===== config.mk =====
export PLATFORM = sky130hd
export DESIGN_NAME = uart_rx
export DESIGN_NICKNAME = d
export VERILOG_FILES = /design/src/rtl/uart_rx.sv
export SDC_FILE = /design/constraint.sdc
export NUM_CORES = 1
export LEC_CHECK = 0
export BUFFER_PORTS_ARGS = -buffer_cell sky130_fd_sc_hd__buf_2
export CAP_MARGIN = 20
export CORE_ASPECT_RATIO = 1.5
export CORE_MARGIN = 2
export CORE_UTILIZATION = 48
export DETAILED_ROUTE_END_ITERATION = 16
export PLACE_DENSITY = 0.7
export SLEW_MARGIN = 20
export SYNTH_ARGS = -nofsm -noshare
export SYNTH_HDL_FRONTEND = slang
export SYNTH_SLANG_ARGS = --single-unit

===== constraint.sdc =====
create_clock -name CLK -period 4.5 [get_ports CLK]
set_input_delay 0.675 -clock CLK [delete_from_list [all_inputs] [get_ports CLK]]
set_output_delay 0.675 -clock CLK [all_outputs]
set_load 0.005 [all_outputs]

===== src/rtl/uart_rx.sv =====
// uart_rx -- oversampled UART receiver (RX clock domain).
//
// Recovers frames of: start bit, DATA_WIDTH data bits (LSB first), optional
// parity bit, one stop bit. Each bit lasts Prescale clocks (legal: 8/16/32).
// Frame settings (Prescale, Par_En, Par_Typ) are latched at the start edge
// and govern the whole frame.
//
// Ports:
//   CLK        oversampling clock (Prescale x bit rate)
//   rst_n      asynchronous active-low reset
//   RX_IN      serial line, idles high, already synchronised
//   Prescale   oversampling ratio
//   Par_En     1 = parity bit present
//   Par_Typ    0 = even parity, 1 = odd parity
//   P_DATA     last correctly received byte (held between frames)
//   Data_Valid one-cycle strobe: P_DATA is new
//   Par_Err    one-cycle strobe: parity mismatch
//   Stp_Err    one-cycle strobe: stop bit sampled low
//
// Build option: define UART_RX_MAJORITY_EN to take a 2-of-3 majority over
// edges Prescale/2-1, Prescale/2, Prescale/2+1 instead of a single sample at
// Prescale/2. Strobes then arrive one clock later.
module uart_rx #(
  parameter int DATA_WIDTH     = 8,
  parameter int PRESCALE_WIDTH = 6
) (
  input  logic                      CLK,
  input  logic                      rst_n,
  input  logic                      RX_IN,
  input  logic [PRESCALE_WIDTH-1:0] Prescale,
  input  logic                      Par_En,
  input  logic                      Par_Typ,
  output logic [DATA_WIDTH-1:0]     P_DATA,
  output logic                      Data_Valid,
  output logic                      Par_Err,
  output logic                      Stp_Err
);

  localparam logic [2:0] IDLE   = 3'd0;
  localparam logic [2:0] START  = 3'd1;
  localparam logic [2:0] DATA   = 3'd2;
  localparam logic [2:0] PARITY = 3'd3;
  localparam logic [2:0] STOP   = 3'd4;

  localparam int BIT_W = (DATA_WIDTH > 1) ? $clog2(DATA_WIDTH) : 1;
  localparam logic [PRESCALE_WIDTH-1:0] ONE      = 1;
  localparam logic [BIT_W-1:0]          LAST_BIT = BIT_W'(DATA_WIDTH - 1);

  logic [2:0]                state;
  logic [PRESCALE_WIDTH-1:0] edge_cnt;
  logic [BIT_W-1:0]          bit_cnt;
  logic [PRESCALE_WIDTH-1:0] presc_q;
  logic                      par_en_q;
  logic                      par_typ_q;
  logic                      par_err_q;
  logic [DATA_WIDTH-1:0]     shift_q;

  logic [PRESCALE_WIDTH-1:0] half;
  logic [PRESCALE_WIDTH-1:0] dec_edge;
  logic                      bit_next;
  logic                      dec_now;
  logic                      bit_end;
  logic                      exp_par;

  function automatic logic majority3(input logic a, input logic b, input logic c);
    return (a & b) | (a & c) | (b & c);
  endfunction

  assign half = presc_q >> 1;

`ifdef UART_RX_MAJORITY_EN
  logic samp_a;
  logic samp_b;

  // Early samples; the third one is RX_IN itself on the decision edge.
  always_ff @(posedge CLK) begin
    if (edge_cnt == half - ONE) samp_a <= RX_IN;
    if (edge_cnt == half)       samp_b <= RX_IN;
  end

  assign dec_edge = half + ONE;
  assign bit_next = majority3(samp_a, samp_b, RX_IN);
`else
  assign dec_edge = half;
  assign bit_next = RX_IN;
`endif

  // dec_now marks the clock edge on which the bit decision (bit_next) is
  // captured; everything that consumes the decision acts on that same edge,
  // so the result is visible from the following edge onwards.
  assign dec_now = (state != IDLE) && (edge_cnt == dec_edge);
  assign bit_end = (edge_cnt == presc_q - ONE);
  assign exp_par = par_typ_q ? ~^shift_q : ^shift_q;

  // Received data bits; never exposed until a clean frame completes.
  always_ff @(posedge CLK) begin
    if (state == DATA && dec_now) shift_q[bit_cnt] <= bit_next;
  end

  always_ff @(posedge CLK or negedge rst_n) begin
    if (!rst_n) begin
      state      <= IDLE;
      edge_cnt   <= '0;
      bit_cnt    <= '0;
      presc_q    <= '0;
      par_en_q   <= 1'b0;
      par_typ_q  <= 1'b0;
      par_err_q  <= 1'b0;
      P_DATA     <= '0;
      Data_Valid <= 1'b0;
      Par_Err    <= 1'b0;
      Stp_Err    <= 1'b0;
    end else begin
      Data_Valid <= 1'b0;
      Par_Err    <= 1'b0;
      Stp_Err    <= 1'b0;

      if (state != IDLE) begin
        if (bit_end) edge_cnt <= '0;
        else         edge_cnt <= edge_cnt + ONE;
      end

      case (state)
        IDLE: begin
          edge_cnt <= '0;
          bit_cnt  <= '0;
          if (!RX_IN) begin
            // This cycle is edge 0 of the start bit.
            state     <= START;
            edge_cnt  <= ONE;
            presc_q   <= Prescale;
            par_en_q  <= Par_En;
            par_typ_q <= Par_Typ;
            par_err_q <= 1'b0;
          end
        end
        START: begin
          if (dec_now && bit_next) begin
            state    <= IDLE;
            edge_cnt <= '0;
          end else if (bit_end) begin
            state <= DATA;
          end
        end
        DATA: begin
          if (bit_end) begin
            if (bit_cnt == LAST_BIT) begin
              bit_cnt <= '0;
              state   <= par_en_q ? PARITY : STOP;
            end else begin
              bit_cnt <= bit_cnt + 1'b1;
            end
          end
        end
        PARITY: begin
          if (dec_now) par_err_q <= (bit_next != exp_par);
          if (bit_end) state <= STOP;
        end
        STOP: begin
          // Leave without waiting for the end of the stop bit so a frame
          // that follows immediately is still caught at its start edge.
          if (dec_now) begin
            state    <= IDLE;
            edge_cnt <= '0;
            Par_Err  <= par_err_q;
            Stp_Err  <= ~bit_next;
            if (!par_err_q && bit_next) begin
              Data_Valid <= 1'b1;
              P_DATA     <= shift_q;
            end
          end
        end
        default: state <= IDLE;
      endcase
    end
  end

endmodule


==> flow_metrics.py <==
metrics = {
    "power": {
        "clkPwrFrac_pct": 22.5,
        "p_int_mw": 0.943,
        "p_leak_nw": 1.02,
        "power.total_mw": 1.53,
        "power_switching_mw": 0.584,
        "combPwrFrac_pct": 38.4,
        "powerDensity_nw_per_um2": 659,
        "peakVddDrop_mv": 0.409,
        "p_sw_share_pct": 38.2,
        "p_seq_share_pct": 39.1,
    },
    "grt": {
        "antenna_found_initial": 0,
        "grt.total_usage_pct": 17.7,
        "overflow": 0,
        "grt_max_degree": 33,
        "grt_pass1_vias": 1428,
        "grt_pass1_wl_mm": 6.69,
    },
    "flow_run": {
        "cap_violations": 0,
    },
    "sta": {
        "final.setup.tns_ps": 0,
        "worstMarginPinSlew_ps": 834,
        "hold_violations": 0,
        "fmax_ghz": 0.406,
        "hold-worst-slack_ps": 429,
        "setup_slack_ps": 2040,
        "finalCritPeriodShare_pct": 54.7,
        "slew_violations": 0,
        "finClkSkew_ps": 4.02,
        "rsz0062_at_grt": "false",
        "finalSetupViolations": 0,
        "timing.final.crit_period_ps": 2460,
        "slew_headroom_pct": 44.2,
    },
    "routing": {
        "drt_iter0_markers": 48,
        "detail_route.first_pass.iterations": 4,
        "finalWirelength_mm": 3.83,
        "vias": 1419,
        "ant_nets": 0,
        "drc": 0,
        "via_per_inst": 5.74,
        "routedWlPerCell_um": 15.5,
    },
    "hold_path": {
        "hp-class": "in2async",
    },
    "critical_path": {
        "worst_setup_path_end_kind": "flop",
        "critPathMaxFanout": 9,
        "crit_required_ps": 4680,
        "cp.arrival_ps": 2640,
        "crit_type": "reg2reg",
        "critPathLaunchType": "flop",
    },
    "floorplan": {
        "core-area_um2": 4210,
        "die_x_um": 57.7,
        "row_count": 29,
        "initial_core_util_pct": 49.3,
        "io_pins": 22,
        "dieArea_um2": 4880,
        "die_height_um": 84.5,
    },
    "clock_tree": {
        "cts_buffers": 5,
        "clockBufferDepth": 2,
        "cts_setup_buffers": 0,
        "cts_max_level": 2,
        "cts_hold_buf": 0,
        "cts_resized": 0,
        "clock_latency_ps": 290,
        "clkTransAtPathRegs_ps": 80,
        "cts_tree": "done",
        "root_buffer": "clkbuf_8",
        "cts.sinks": 40,
    },
    "yosys": {
        "synth_top_family_by_area": "simple AND/OR/NAND/NOR gates",
        "synth_top_area_share_pct": 38.6,
        "synthArstFlopShare_pct": 80.0,
        "yosys.area.top_type": "dfrtp_1",
        "synth.mux.area_fraction_pct": 9.52,
        "syn_area_um2": 2080,
        "synthTopCellsByArea": "dfrtp_1 39%, edfxtp_1 12%, xnor2_1 6.3%",
        "synthTopCellsByCount": "32 x dfrtp_1, 18 x nor2_1, 15 x xnor2_1",
        "yosys.area_share.adder_pct": 2.41,
        "synth.most_common_cell": "dfrtp_1",
        "synth_edf_count": 8,
        "synth_compound_area_share_pct": 7.35,
        "synth_xor_xnor_area_share_pct": 11.0,
        "dominantRegCellSynth": "dfrtp_1",
        "synth_nets": 197,
        "syn_inst": 182,
        "yosys_warnings": 0,
        "synthSimpleGateAreaFrac_pct": 16.2,
        "synth-seq-cells": 40,
        "synth_seq_area_share_pct": 50.2,
        "synth_cell_types": 40,
        "avgSynthCellArea_um2": 11.4,
    },
    "cells_and_area": {
        "nets": 215,
        "area_delta_synth_final_pct": 11.6,
        "drive_gt1_share_pct": 23.4,
        "antenna_cells": 0,
    },
    "status": {
        "status": "complete, no violations",
    },
    "placed_design": {
        "io_buffers": 21,
        "pre_cts_ws_ps": 2050,
        "hpwl_mm": 2.77,
        "place.gp.congestion": 0.770,
    },
}
flip-flops by register name, summed over array words and instances, names as in the netlist, 3 cells and up:
signal	count
state	3
shift_q	8
edge_cnt	6
presc_q	6
P_DATA	8
bit_cnt	3
cell type report:
class	count	area (um2)
fillers	364	1890
flip-flops and latches	40	1040
multi-input cells	128	965
repair buffers	21	105
clock buffers	6	72.6
clock inverters	2	60.1
well taps	46	57.6
inverters	4	15.0
worst max-delay path: stages, from the launching register on:
cell and delay [ps]:
dfrtp_1 450, xor2_1 210, nor4_4 350, nand2_2 140, or4b_1 800, mux2_4 390
logic make-up (layout without fill, tap and decap cells):
group,Yosys count,in the layout
buffers and inverters,14,33
and+or+nand+nor,60,60
DFF,40,40
muxes,15,15
xor gates and xnor gates,26,26
adders and majority gates,4,4
AOI/OAI and AO/OA,23,23
layout by cell type (no fill, tap or decap), types with 2 or more instances in the layout:
cell type	n
dfrtp_1	32
buf_2	21
nor2_1	18
xnor2_1	15
xor2_1	11
mux2_4	8
edfxtp_1	8
nand2_1	7
o21ai_0	6
mux2_2	6
nor3_1	5
or3_1	5
clkbuf_8	5
nand4_1	4
o211ai_1	4
ha_1	4
inv_1	3
nand2b_1	3
a21oi_1	3
nand3_1	3
a31oi_1	2
or4b_1	2
and3_1	2
o21ai_1	2
o22ai_1	2
nor4b_1	2
nor2b_1	2
o221ai_1	2
bufinv_16	2
through the flow:
| stage | cells | cell area (um2) | util, % |
|---|---|---|---|
| 2_1_floorplan | 182 | 2080 | - |
| 3_3_place_gp | 239 | 2180 | 51.9 |
| 3_5_place_dp | 239 | 2180 | 51.9 |
| 4_1_cts | 247 | 2320 | 55.0 |
| 5_1_grt | 247 | 2320 | 55.0 |
| 6_report | 247 | 2320 | 55.0 |
power by group through the flow:
stage          Combinational, mW  Sequential [mW]  Clock [mW]
2_1_floorplan              0.524            0.541           0
6_report                   0.586            0.598       0.343
3_3_place_gp               0.560            0.593           0
3_5_place_dp               0.583            0.598           0
4_1_cts                    0.591            0.595       0.350
5_1_grt                    0.657            0.614       0.365
metal layers:
metal  vias to the layer above  global-route usage (%)  wire [um]
met1                       692                    21.7       1550
met2                        39                    28.9       2040
met4                         0                    7.61         78
met3                         7                    4.47        160
met5                         -                       0          0
li1                        681                       -          -
final timing paths:
kind                       cells after the start                  start  slack (ps)                    end
hold / removal                                 1                  rst_n         430  P_DATA[0]$_DFFE_PN0P_
max in group asynchronous                      1                  rst_n        3610  edge_cnt[3]$_DFF_PN0_
min in group CLK                               1  P_DATA[3]$_DFFE_PN0P_         510  P_DATA[3]$_DFFE_PN0P_
setup / recovery                               5  edge_cnt[3]$_DFF_PN0_        2040  P_DATA[4]$_DFFE_PN0P_
hold reg to reg                                1  P_DATA[3]$_DFFE_PN0P_         510  P_DATA[3]$_DFFE_PN0P_
setup reg to reg                               5  edge_cnt[3]$_DFF_PN0_        2040  P_DATA[4]$_DFFE_PN0P_
(Power assumes the default switching activity.)
